===== src/rtl/fpall_pkg.sv =====
// Shared FP datapath types for the FP32 / dual-FP16 normalizer: format enum,
// lane geometry, stage beat structs and the per-lane normalize helper.
package fpall_pkg;

  typedef enum logic {
    FP_FMT_FP32 = 1'b0,
    FP_FMT_FP16 = 1'b1
  } fp_fmt_e;

  localparam int FPNORM_W     = 26;
  localparam int FP16_LANE_W  = 10;
  localparam int FP16_GAP_LSB = 10;

  typedef struct packed {
    fp_fmt_e             fmt;
    logic [FPNORM_W-1:0] x;
    logic [7:0]          e_h;
    logic [7:0]          e_l;
  } fpnorm_beat_t;

  typedef struct packed {
    fp_fmt_e             fmt;
    logic [FPNORM_W-1:0] r;
    logic [7:0]          e_h;
    logic [7:0]          e_l;
    logic                zero_h;
    logic                zero_l;
    logic                uf_h;
    logic                uf_l;
  } fpnorm_res_t;

  typedef struct packed {
    logic [FPNORM_W-1:0] r;
    logic [7:0]          e;
    logic                zero;
    logic                uf;
  } lane_res_t;

  // A lane's bits sit right-aligned in x; the shift never exceeds lz, so a
  // 10-bit lane never spills above bit 9.
  function automatic lane_res_t norm_lane(input logic [FPNORM_W-1:0] x,
                                          input logic [7:0] e,
                                          input logic [4:0] lz);
    lane_res_t  res;
    logic [4:0] sh;
    res = '0;
    sh  = 5'd0;
    if (x == 26'd0) begin
      res.zero = 1'b1;
    end else if (e > {3'd0, lz}) begin
      sh    = lz;
      res.e = e - {3'd0, lz};
    end else begin
      sh     = (e == 8'd0) ? 5'd0 : (e[4:0] - 5'd1);
      res.uf = 1'b1;
    end
    res.r = x << sh;
    return res;
  endfunction

endpackage


===== src/rtl/fp_normalizer_if.sv =====
// Valid/ready beat interface of the FP normalizer: input beat plus result beat.
interface fp_normalizer_if;
  import fpall_pkg::*;

  logic                in_valid;
  logic                in_ready;
  fp_fmt_e             in_fmt;
  logic [FPNORM_W-1:0] in_x;
  logic [7:0]          in_e_h;
  logic [7:0]          in_e_l;

  logic                out_valid;
  logic                out_ready;
  fp_fmt_e             out_fmt;
  logic [FPNORM_W-1:0] out_r;
  logic [7:0]          out_e_h;
  logic [7:0]          out_e_l;
  logic                out_zero_h;
  logic                out_zero_l;
  logic                out_uf_h;
  logic                out_uf_l;

  modport master (
    output in_valid, in_fmt, in_x, in_e_h, in_e_l, out_ready,
    input  in_ready, out_valid, out_fmt, out_r, out_e_h, out_e_l,
           out_zero_h, out_zero_l, out_uf_h, out_uf_l
  );

  modport slave (
    input  in_valid, in_fmt, in_x, in_e_h, in_e_l, out_ready,
    output in_ready, out_valid, out_fmt, out_r, out_e_h, out_e_l,
           out_zero_h, out_zero_l, out_uf_h, out_uf_l
  );

endinterface


===== src/rtl/fpnorm_lzc.sv =====
// Segmented leading-zero counter: one 26-bit count for FP32, or two
// independent 10-bit lane counts for FP16 (gap bits ignored).
module fpnorm_lzc
  import fpall_pkg::*;
(
  input  fp_fmt_e             fmt,
  input  logic [FPNORM_W-1:0] x,
  output logic [4:0]          lz_h,
  output logic [4:0]          lz_l
);

  logic [4:0] lz32_s;
  logic [4:0] lzh16_s;
  logic [4:0] lzl16_s;

  // Scan upward so the highest set bit writes last and wins.
  always_comb begin
    lz32_s  = 5'd26;
    lzh16_s = 5'd10;
    lzl16_s = 5'd10;
    for (int i = 0; i < FPNORM_W; i++) begin
      lz32_s = x[i] ? 5'(FPNORM_W - 1 - i) : lz32_s;
    end
    for (int i = 0; i < FP16_LANE_W; i++) begin
      lzl16_s = x[i] ? 5'(FP16_LANE_W - 1 - i) : lzl16_s;
      lzh16_s = x[FPNORM_W - FP16_LANE_W + i] ? 5'(FP16_LANE_W - 1 - i) : lzh16_s;
    end
  end

  // Route the counts by format; FP32 reports on the low lane.
  always_comb begin
    lz_h = 5'd0;
    lz_l = lz32_s;
    case (fmt)
      FP_FMT_FP16: begin
        lz_h = lzh16_s;
        lz_l = lzl16_s;
      end
      FP_FMT_FP32: begin
        lz_h = 5'd0;
        lz_l = lz32_s;
      end
      default: begin
        lz_h = 5'd0;
        lz_l = lz32_s;
      end
    endcase
  end

endmodule


===== src/rtl/fp_normalizer.sv =====
// Two-stage LZC + left-shift normalizer for the shared FP32 / dual-FP16 lane.
// Define FPNORM_OUT_SKID_EN to add a third output stage with a registered in_ready.
module fp_normalizer
  import fpall_pkg::*;
(
  input  logic           clk,
  input  logic           rst_n,
  fp_normalizer_if.slave bus
);

  fpnorm_beat_t in_beat_s;
  fpnorm_beat_t s1_beat_r;
  logic         s1_valid_r;
  logic [4:0]   s1_lz_h_r;
  logic [4:0]   s1_lz_l_r;
  logic [4:0]   lz_h_s;
  logic [4:0]   lz_l_s;
  logic         s2_valid_r;
  fpnorm_res_t  s2_res_r;
  fpnorm_res_t  res_s;
  lane_res_t    lane_h_s;
  lane_res_t    lane_l_s;
  logic         ld1_s;
  logic         ld2_s;
  logic         in_ready_s;
  logic         accept_s;

  assign in_beat_s = '{fmt: bus.in_fmt, x: bus.in_x, e_h: bus.in_e_h, e_l: bus.in_e_l};

  fpnorm_lzc u_lzc (
    .fmt  (bus.in_fmt),
    .x    (bus.in_x),
    .lz_h (lz_h_s),
    .lz_l (lz_l_s)
  );

  // Stage-2 datapath: shift each lane by its own count; FP16 gap stays zero.
  always_comb begin
    res_s     = '0;
    lane_h_s  = '0;
    lane_l_s  = '0;
    res_s.fmt = s1_beat_r.fmt;
    case (s1_beat_r.fmt)
      FP_FMT_FP32: begin
        lane_l_s     = norm_lane(s1_beat_r.x, s1_beat_r.e_l, s1_lz_l_r);
        res_s.r      = lane_l_s.r;
        res_s.e_l    = lane_l_s.e;
        res_s.zero_l = lane_l_s.zero;
        res_s.uf_l   = lane_l_s.uf;
      end
      FP_FMT_FP16: begin
        lane_h_s = norm_lane({16'd0, s1_beat_r.x[FPNORM_W-1 -: FP16_LANE_W]},
                             s1_beat_r.e_h, s1_lz_h_r);
        lane_l_s = norm_lane({16'd0, s1_beat_r.x[FP16_GAP_LSB-1:0]},
                             s1_beat_r.e_l, s1_lz_l_r);
        res_s.r      = {lane_h_s.r[FP16_LANE_W-1:0], 6'd0, lane_l_s.r[FP16_LANE_W-1:0]};
        res_s.e_h    = lane_h_s.e;
        res_s.e_l    = lane_l_s.e;
        res_s.zero_h = lane_h_s.zero;
        res_s.zero_l = lane_l_s.zero;
        res_s.uf_h   = lane_h_s.uf;
        res_s.uf_l   = lane_l_s.uf;
      end
      default: begin
        res_s.fmt = FP_FMT_FP32;
      end
    endcase
  end

`ifdef FPNORM_OUT_SKID_EN
  logic        s3_valid_r;
  fpnorm_res_t s3_res_r;
  logic        in_ready_r;
  logic        ld3_s;
  logic        s1_valid_n_s;
  logic        s2_valid_n_s;
  logic        s3_valid_n_s;

  assign ld3_s        = !s3_valid_r | bus.out_ready;
  assign ld2_s        = !s2_valid_r | ld3_s;
  assign in_ready_s   = in_ready_r;
  assign s1_valid_n_s = ld1_s ? accept_s   : s1_valid_r;
  assign s2_valid_n_s = ld2_s ? s1_valid_r : s2_valid_r;
  assign s3_valid_n_s = ld3_s ? s2_valid_r : s3_valid_r;

  // Any free slot next cycle guarantees the chain can absorb one more beat.
  always_ff @(posedge clk) begin
    if (!rst_n) begin
      s3_valid_r <= 1'b0;
      s3_res_r   <= '0;
      in_ready_r <= 1'b1;
    end else begin
      if (ld3_s) begin
        s3_valid_r <= s2_valid_r;
        s3_res_r   <= s2_res_r;
      end
      in_ready_r <= !(s1_valid_n_s & s2_valid_n_s & s3_valid_n_s);
    end
  end

  assign bus.out_valid  = s3_valid_r;
  assign bus.out_fmt    = s3_res_r.fmt;
  assign bus.out_r      = s3_res_r.r;
  assign bus.out_e_h    = s3_res_r.e_h;
  assign bus.out_e_l    = s3_res_r.e_l;
  assign bus.out_zero_h = s3_res_r.zero_h;
  assign bus.out_zero_l = s3_res_r.zero_l;
  assign bus.out_uf_h   = s3_res_r.uf_h;
  assign bus.out_uf_l   = s3_res_r.uf_l;
`else
  assign ld2_s      = !s2_valid_r | bus.out_ready;
  assign in_ready_s = ld1_s;

  assign bus.out_valid  = s2_valid_r;
  assign bus.out_fmt    = s2_res_r.fmt;
  assign bus.out_r      = s2_res_r.r;
  assign bus.out_e_h    = s2_res_r.e_h;
  assign bus.out_e_l    = s2_res_r.e_l;
  assign bus.out_zero_h = s2_res_r.zero_h;
  assign bus.out_zero_l = s2_res_r.zero_l;
  assign bus.out_uf_h   = s2_res_r.uf_h;
  assign bus.out_uf_l   = s2_res_r.uf_l;
`endif

  assign ld1_s        = !s1_valid_r | ld2_s;
  assign accept_s     = bus.in_valid & in_ready_s;
  assign bus.in_ready = in_ready_s;

  // Stage 1 captures the beat and lane counts; stage 2 captures the shifted result.
  always_ff @(posedge clk) begin
    if (!rst_n) begin
      s1_valid_r <= 1'b0;
      s1_beat_r  <= '0;
      s1_lz_h_r  <= 5'd0;
      s1_lz_l_r  <= 5'd0;
      s2_valid_r <= 1'b0;
      s2_res_r   <= '0;
    end else begin
      if (ld1_s) begin
        s1_valid_r <= accept_s;
        s1_beat_r  <= in_beat_s;
        s1_lz_h_r  <= lz_h_s;
        s1_lz_l_r  <= lz_l_s;
      end
      if (ld2_s) begin
        s2_valid_r <= s1_valid_r;
        s2_res_r   <= res_s;
      end
    end
  end

endmodule


===== src/flat_wrapper.sv =====
// flat-port wrapper written by rule: the top's interface ports become plain ports
module fp_normalizer_flat import fpall_pkg::*;
  (clk, rst_n, bus_in_valid, bus_in_fmt, bus_in_x, bus_in_e_h, bus_in_e_l, bus_out_ready, bus_in_ready, bus_out_valid, bus_out_fmt, bus_out_r, bus_out_e_h, bus_out_e_l, bus_out_zero_h, bus_out_zero_l, bus_out_uf_h, bus_out_uf_l);
  fp_normalizer_if bus_i ();
  input  logic clk;
  input  logic rst_n;
  input wire logic [$bits(bus_i.in_valid)-1:0] bus_in_valid;
  input wire logic [$bits(bus_i.in_fmt)-1:0] bus_in_fmt;
  input wire logic [$bits(bus_i.in_x)-1:0] bus_in_x;
  input wire logic [$bits(bus_i.in_e_h)-1:0] bus_in_e_h;
  input wire logic [$bits(bus_i.in_e_l)-1:0] bus_in_e_l;
  input wire logic [$bits(bus_i.out_ready)-1:0] bus_out_ready;
  output wire logic [$bits(bus_i.in_ready)-1:0] bus_in_ready;
  output wire logic [$bits(bus_i.out_valid)-1:0] bus_out_valid;
  output wire logic [$bits(bus_i.out_fmt)-1:0] bus_out_fmt;
  output wire logic [$bits(bus_i.out_r)-1:0] bus_out_r;
  output wire logic [$bits(bus_i.out_e_h)-1:0] bus_out_e_h;
  output wire logic [$bits(bus_i.out_e_l)-1:0] bus_out_e_l;
  output wire logic [$bits(bus_i.out_zero_h)-1:0] bus_out_zero_h;
  output wire logic [$bits(bus_i.out_zero_l)-1:0] bus_out_zero_l;
  output wire logic [$bits(bus_i.out_uf_h)-1:0] bus_out_uf_h;
  output wire logic [$bits(bus_i.out_uf_l)-1:0] bus_out_uf_l;
  assign bus_i.in_valid = bus_in_valid;
  assign bus_i.in_fmt = bus_in_fmt;
  assign bus_i.in_x = bus_in_x;
  assign bus_i.in_e_h = bus_in_e_h;
  assign bus_i.in_e_l = bus_in_e_l;
  assign bus_i.out_ready = bus_out_ready;
  assign bus_in_ready = bus_i.in_ready;
  assign bus_out_valid = bus_i.out_valid;
  assign bus_out_fmt = bus_i.out_fmt;
  assign bus_out_r = bus_i.out_r;
  assign bus_out_e_h = bus_i.out_e_h;
  assign bus_out_e_l = bus_i.out_e_l;
  assign bus_out_zero_h = bus_i.out_zero_h;
  assign bus_out_zero_l = bus_i.out_zero_l;
  assign bus_out_uf_h = bus_i.out_uf_h;
  assign bus_out_uf_l = bus_i.out_uf_l;
  fp_normalizer u_core (.clk(clk), .rst_n(rst_n), .bus(bus_i));
endmodule

===== config.mk =====
export PLATFORM = sky130hd
export DESIGN_NAME = fp_normalizer_flat
export DESIGN_NICKNAME = d
export VERILOG_FILES = /design/src/rtl/fpall_pkg.sv /design/src/rtl/fp_normalizer_if.sv /design/src/rtl/fpnorm_lzc.sv /design/src/rtl/fp_normalizer.sv /design/src/flat_wrapper.sv
export SDC_FILE = /design/constraint.sdc
export NUM_CORES = 1
export LEC_CHECK = 0
export CORE_MARGIN = 1.5
export CORE_UTILIZATION = 56
export CTS_CLUSTER_DIAMETER = 40
export DETAILED_ROUTE_END_ITERATION = 6
export PLACE_DENSITY = 0.82
export SKIP_LAST_GASP = 1
export SLEW_MARGIN = 20
export SYNTH_ARGS = -nofsm -noshare
export SYNTH_HDL_FRONTEND = slang
export SYNTH_HIERARCHICAL = 1
export SYNTH_SLANG_ARGS = --single-unit

===== constraint.sdc =====
create_clock -name clk -period 4.1 [get_ports clk]
set_clock_uncertainty 0.2 [all_clocks]
set_input_delay 0.82 -clock clk [delete_from_list [all_inputs] [get_ports clk]]
set_output_delay 0.82 -clock clk [all_outputs]
set_load 0.005 [all_outputs]

==> run summary, run 1 <==
DR top layer - met4
Fin Setup TNS - 0 ns
total iterations of the first detailed-routing run - 7
Post-CTS Setup Inserts - 0
Startpoint Class - flop
sequential area share after synthesis - 29.8%
Worst R2R Start - u_core/s1_beat_r[0]
Slew headroom - 52.9%
fmax - 263 MHz
first-pass GRT wire length - 32.4 mm
CP required - 4.11 ns
DRC - 0
FF-to-FF path depth - 13
Final period util - 92.6%
pin count of the biggest net entering global routing - 55
switching share of power - 33.9%
most common cell after layout, fill and taps aside - nand2_1
Hold Path Depth - 2
top_reg_cell synth - dfxtp_1
number of flops mapped to enable cells by yosys - 0
part of the power in registers - 37.6%
root buf cell - clkbuf_16
register-to-register path setup slack - 0.30 ns
total nets after synthesis - 937
met2 routed WL - 8.79 mm
GRT overflow - 0
Starting Density - 57.2%
RSZ-0062 raised after global routing - no
I/O pin count - 96
Vias - 6939
DP HPWL - 15.2 mm
overall power - 3050 uW
total wire length - 20.3 mm
met1 WL - 9.51 mm
die width - 114 microns
violation count after the first detailed-routing iteration - 697
clock latency on the worst-skew pair - 0.35 ns
share of layout cells above drive strength 1 - 10.2%
Post-Syn Area - 6840 sq um
initial antenna violation count - 0
Yosys top cell by area - dfxtp_1
core area - 12000 sq um
die footprint - 12900 sq um
Cell Int Power - 2020 uW
Reg-to-Reg End - u_core/bus.out_r[23]
DR WL/cell - 18.4 microns
Power per Cell Area - 374 nW/um^2
Mapped Cells - 876
DR WL met3 - 1.53 mm
final setup violation count - 0
Worst Path Max Fanout - 10
ant diodes - 0
clock-pin slew on the worst setup and hold paths - 0.07 ns
CTS tree - built
Comb power frac - 34.7%
leakage - 0.00320 uW
Routability Congestion - 0.993
status - completed
Cell Rows - 40
number of I/O port buffers - 95
sw power - 1040 uW
Max-Cap Viols - 0
final antenna-violating net count - 0
ranking of synthesized cells by area - dfxtp_1, nand2_1, a21oi_1
Fillers - 1031
worst hold path class - reg2reg
hold wc startpoint - u_core/bus.out_e_l[7]
synth-to-layout area growth - 19.3%
Post-CTS Hold Fix Bufs - 0
final worst path period need - 3.80 ns
Seq cells post-synth - 102
gr usage total - 31.6%
Setup crit end kind - flop
vias in the first global route - 6271
Nets - 1009
H-tree depth - 3
CTS resizes - 0
CP Class - reg2reg
fin util - 68.2%
top-area cell type share of the netlist area - 29.8%
Synth async-reset ratio - 0%
Peak VDD IR - 246 uV
Worst-Margin Slew - 0.700 ns
worst endpoint data arrival time - 3.81 ns
Num CTS Buffers - 9
Slew Limit Fails - 0
average cell area after synthesis - 7.81 sq um
Via-to-Cell Ratio - 6.31
Cell variety after synth - 97
hold worst-path end - u_core/bus.out_e_l[7]
most frequent cells in the layout - nand2_1, a21oi_1, dfxtp_1, clkdlybuf4s50_1, nor2_1
Hold Fails Final Rpt - 0
clock sink count - 102
height of the die - 114 microns
warnings from Yosys - 6
Clk pwr share - 27.6%
Clock Tree Buf Depth - 2
sequential cells by signal (all words and copies together) (netlist names), 5 cells and up:
| register | cells |
|---|---|
| u_core/bus.out_e_l | 8 |
| u_core/s1_lz_l_r | 5 |
| u_core/s1_beat_r | 42 |
| u_core/s1_lz_h_r | 5 |
| u_core/bus.out_r | 26 |
| u_core/bus.out_e_h | 8 |
worst max path at each step:
stage | from | endpoint | slack [ns] | cells past startpoint
after floorplan | u_core/s1_beat_r[8] | u_core/bus.out_r[22] | 0.65 | 13
after global placement | u_core/s1_beat_r[0] | u_core/bus.out_r[22] | 0.44 | 13
after detailed placement | u_core/s1_beat_r[0] | u_core/bus.out_r[20] | 0.33 | 12
after CTS | u_core/s1_beat_r[0] | u_core/bus.out_r[20] | 0.31 | 12
after global routing | u_core/s1_beat_r[0] | u_core/bus.out_r[22] | 0.08 | 13
final | u_core/s1_beat_r[0] | u_core/bus.out_r[23] | 0.30 | 13
per-stage QoR:
stage / cells / hold slack (ns) / setup WS [ns] / area (sq um)
6_report: 1100 / 0.251 / 0.304 / 8160
4_1_cts: 1100 / 0.255 / 0.305 / 8160
3_5_place_dp: 1084 / 0.245 / 0.326 / 7870
5_1_grt: 1100 / 0.272 / 0.0842 / 8160
2_1_floorplan: 876 / 0.232 / 0.653 / 6840
3_3_place_gp: 1084 / 0.239 / 0.443 / 7870
area by class of cell:
type / count / area (sq um) / share of cell area, %
clock inverter: 4 / 27.5 / 0.337
tap: 147 / 184 / 2.25
clock buffer: 12 / 267 / 3.27
sequential: 102 / 2040 / 25.0
timing repair buffer: 117 / 1120 / 13.7
multi-input combinational: 694 / 4430 / 54.3
inverter: 24 / 90.1 / 1.10
critical path: stages (launching register included):
cell and delay [ns]:
dfxtp_1 0.44, inv_1 0.10, ha_1 0.21, inv_1 0.08, fa_1 0.20, a21oi_1 0.12
o311ai_2 0.47, nand2_1 0.25, o21ai_1 0.32, nand2_1 0.29, buf_4 0.28, mux2_2 0.29
a221oi_1 0.27, a31oi_1 0.11
cells in the mapped netlist (5+ instances only):
library cell,instances
nand2_1,158
a21oi_1,103
dfxtp_1,102
nor2_1,67
mux2i_1,43
clkbuf_1,35
inv_1,23
a22oi_1,21
nor3_1,21
o21ai_0,20
ha_1,12
nand3_1,12
a31oi_1,11
a21o_1,10
nor4_1,10
xnor2_1,10
a221oi_1,9
mux2_2,9
buf_2,8
or3_1,8
nand2b_1,7
a2bb2oi_1,6
and2_1,6
o22ai_1,6
a211oi_1,5
buf_6,5
o21ai_1,5
o22a_1,5
o31ai_1,5
xor2_1,5
cells by family (layout without fill, tap and decap cells):
| family | count (synthesis) | count (layout) | synth area share [%] |
|---|---|---|---|
| AOI/OAI and AO/OA | 275 | 275 | 28.1 |
| DFF | 102 | 102 | 29.8 |
| muxes | 53 | 53 | 8.10 |
| buffers and inverters | 80 | 157 | 5.47 |
| adders and majority gates | 14 | 14 | 2.78 |
| and+or+nand+nor | 336 | 336 | 23.7 |
| other | 1 | 1 | 0.0548 |
| xor gates and xnor gates | 15 | 15 | 1.92 |
power by group through the flow:
stage          clock network, uW  registers (uW)  logic [uW]
2_1_floorplan                  0            1150         713
3_3_place_gp                   0            1170        1030
3_5_place_dp                   0            1170        1030
4_1_cts                      855            1150        1040
5_1_grt                      904            1160        1140
6_report                     843            1150        1060
per-layer routing:
metal | vias up | GRT usage, %
met5 | - | 1.57
met4 | 0 | 10.7
met3 | 31 | 4.52
met1 | 3265 | 46.2
met2 | 294 | 47.5
li1 | 3349 | -
No activity file was read; power rests on OpenSTA's default activity.
==> inputs of run 2 (changes only) <==
--- a/config.mk
+++ b/config.mk
@@ -5,11 +5,12 @@
 export SDC_FILE = /design/constraint.sdc
 export NUM_CORES = 1
 export LEC_CHECK = 0
+export ABC_AREA = 1
 export CORE_MARGIN = 1.5
 export CORE_UTILIZATION = 56
 export CTS_CLUSTER_DIAMETER = 40
 export DETAILED_ROUTE_END_ITERATION = 6
-export PLACE_DENSITY = 0.82
+export PLACE_DENSITY = 0.81
 export SKIP_LAST_GASP = 1
 export SLEW_MARGIN = 20
 export SYNTH_ARGS = -nofsm -noshare
==> run summary, run 2 <==
Post-Syn Area - 6950 sq um (+1.5%)
Clock Tree Buf Depth - 2 (unchanged)
Worst-Margin Slew - 0.673 ns (-0.0273 ns)
max reg flops - 42 (unchanged)
Hold Fails Final Rpt - 0 (unchanged)
Reg with most FFs - u_core/s1_beat_r
Cell Rows - 40 (unchanged)
Synth Area in XOR/XNOR - 0.883% (-1.0 points)
core area - 12100 sq um (+0.84%)
total nets after synthesis - 1182 (+26%)
most instantiated cells after synthesis - nand2_1, nand3_1, a21oi_1
Routability Congestion - 0.943 (-5.0%)
Cell variety after synth - 46 (-53%)
GRT overflow - 0 (unchanged)
gr usage total - 31.3% (-0.29 points)
first-pass GRT wire length - 32.8 mm (+1.1%)
Setup crit end kind - flop
status - completed
synth-to-layout area growth - 18.4%
Synth Area in Adders - 2.74% (-0.041 points)
Setup Slack @ Placement - 0.977 ns (+0.651 ns)
Buf+Inv Stages, Crit Path - 4 (+1)
H-tree depth - 3 (unchanged)
final antenna-violating net count - 0 (unchanged)
Slew Limit Fails - 0 (unchanged)
Post-Place Cell Area - 7910 sq um (+0.57%)
leakage - 0.00363 uW (+14%)
most common cell after layout, fill and taps aside - nand2_1
overall power - 3180 uW (+4.1%)
initial antenna violation count - 0 (unchanged)
slowest CP cell - fa_1
Nets - 1242 (+23%)
ant diodes - 0 (unchanged)
Post-CTS Setup Inserts - 0 (unchanged)
CP most frequent cell - nand2_1
die width - 114 microns (+0.73%)
Starting Density - 57.6% (+0.38 points)
DR WL/cell - 14.7 microns (-20%)
top-area cell type share of the netlist area - 29.4% (-0.44 points)
fmax - 313 MHz (+19%)
top_reg_cell synth - dfxtp_1
total wire length - 19.9 mm (-1.9%)
average cell area after synthesis - 6.20 sq um (-21%)
CTS resizes - 0 (unchanged)
Yosys top cell by area - dfxtp_1
violation count after the first detailed-routing iteration - 697 (unchanged)
sequential area share after synthesis - 29.4% (-0.44 points)
worst path cell trace - inv_1 -> ha_1 -> inv_1 -> fa_1 -> nand2_1 -> nand2_1 -> nand3_2 -> nand2_4 -> nand2_8 -> nand2_1 -> nand2_1 -> nor2_1 -> buf_4 -> inv_2 -> nand3_1 -> nand3_1 -> nand2_1 -> nor2_1 -> nor2_1
die footprint - 13100 sq um (+1.5%)
vias in the first global route - 6687 (+6.6%)
clock-pin slew on the worst setup and hold paths - 0.07 ns (about the same)
Seq cells post-synth - 102 (unchanged)
Slowest Stage Delay on Critical Path - 0.40 ns (-0.07 ns)
DRC - 0 (unchanged)
total iterations of the first detailed-routing run - 7 (unchanged)
most frequent cells in the layout - nand2_1, nand3_1, a21oi_1, dfxtp_1, inv_1
fin area - 8230 sq um (+0.81%)
Worst Path Max Fanout - 26 (+16)
Power per Cell Area - 386 nW/um^2 (+3.2%)
RSZ-0062 raised after global routing - no
clock latency on the worst-skew pair - 0.36 ns (about the same)
ranking of synthesized cells by area - dfxtp_1, nand2_1, nand3_1
Synth async-reset ratio - 0% (unchanged)
share of layout cells above drive strength 1 - 6.16% (-4.0 points)
Fin Setup TNS - 0 ns (unchanged)
CP Class - reg2reg
number of I/O port buffers - 95 (unchanged)
pin count of the biggest net entering global routing - 59 (+7.3%)
CP required - 4.15 ns (+0.04 ns)
CTS tree - built
Post-Synth Simple-Gate Area - 44.8% (+21 points)
Vias - 7631 (+10%)
Synth Area in Compound Gates - 12.0% (-16 points)
Peak VDD IR - 221 uV (-10%)
Mapped Cells - 1121 (+28%)
multiplexer share of the synthesized area - 0.144% (-8.0 points)
number of flops mapped to enable cells by yosys - 0 (unchanged)
I/O pin count - 96 (unchanged)
final setup violation count - 0 (unchanged)
dominant delay contributor by cell family on the critical path - simple AND/OR/NAND/NOR gates
setup slack after layout - 0.905 ns (+0.601 ns)
most numerous cell in the Yosys netlist - nand2_1
warnings from Yosys - 6 (unchanged)
DP HPWL - 14.6 mm (-4.0%)
Post-CTS Hold Fix Bufs - 0 (unchanged)
worst endpoint data arrival time - 3.25 ns (-0.56 ns)
final worst path period need - 3.20 ns (-0.601 ns)
Via-to-Cell Ratio - 5.64 (-11%)
worst hold path class - reg2reg
root buf cell - clkbuf_16
largest family of logic cells by synthesized area - simple AND/OR/NAND/NOR gates
Max-Cap Viols - 0 (unchanged)
Num CTS Buffers - 9 (unchanged)
Final period util - 77.9% (-15 points)
Startpoint Class - flop
clock sink count - 102 (unchanged)
Slew headroom - 55.1% (+2.2 points)
height of the die - 114 microns (+0.73%)
## run 2: cell types whose count changed after synthesis, sizes merged, moves of 24 or more
cell   change
nand4     +31
a22oi     -24
nand2    +151
inv       +83
mux2i     -42
nand3    +212
## run 2: cell type report
cell class                      count  area (sq um)
Tap cell                          168           210
Clock buffer                        9           225
Clock inverter                      7          90.1
Multi-Input combinational cell    856          4220
Fill cell                        1131          3830
Sequential cell                   102          2040
Timing Repair Buffer              104          1030
Inverter                          108           408
## run 2: worst register-to-register path, delay by kind of cell, from the launching register on
family	cells	cell delay [ns]
adders and majority gates	2	0.59
buffers and inverters	4	0.75
DFF	1	0.31
and+or+nand+nor	13	1.25
## run 2: through the flow
step | utilization [%] | std cells | hold WS, ns
after floorplan | - | 1121 | 0.262
after global placement | 65.6 | 1338 | 0.252
after detailed placement | 65.6 | 1338 | 0.255
after CTS | 68.2 | 1354 | 0.266
after global routing | 68.2 | 1354 | 0.279
final | 68.2 | 1354 | 0.264
## run 2: worst paths after layout
check | startpoint | end | depth (start not counted) | slack, ns
setup / recovery | u_core/s1_beat_r[0] | u_core/bus.out_r[25] | 19 | 0.90
hold / removal | u_core/bus.out_r[13] | u_core/bus.out_r[13] | 2 | 0.26
setup reg to reg | u_core/s1_beat_r[0] | u_core/bus.out_r[25] | 19 | 0.90
hold reg to reg | u_core/bus.out_r[13] | u_core/bus.out_r[13] | 2 | 0.26
## run 2: cell families after synthesis
| group | count (synthesis) |
|---|---|
| AO/OA/AOI/OAI | 158 |
| XOR/XNOR | 7 |
| adder cells (fa/ha/maj) | 14 |
| buffers and inverters | 163 |
| flip-flops | 102 |
| multiplexers | 1 |
| other | 1 |
| AND/OR/NAND/NOR | 675 |
## run 2: routing by layer
layer  vias up  part of all wire (%)  global-route usage [%]
met5         -                     0                       0
li1       3865                     -                       -
met3        42                   6.8                    3.97
met4         0                   2.6                    12.2
met1      3404                    46                    44.2
met2       320                    44                    48.8
## run 2: where the power goes
group          leakage, uW  total, uW  internal (uW)  switching (uW)
clock network     0.000147        902            486             416
logic              0.00265       1130            434             695
registers         0.000841       1150           1080            70.4
total              0.00363       3180           2000            1180
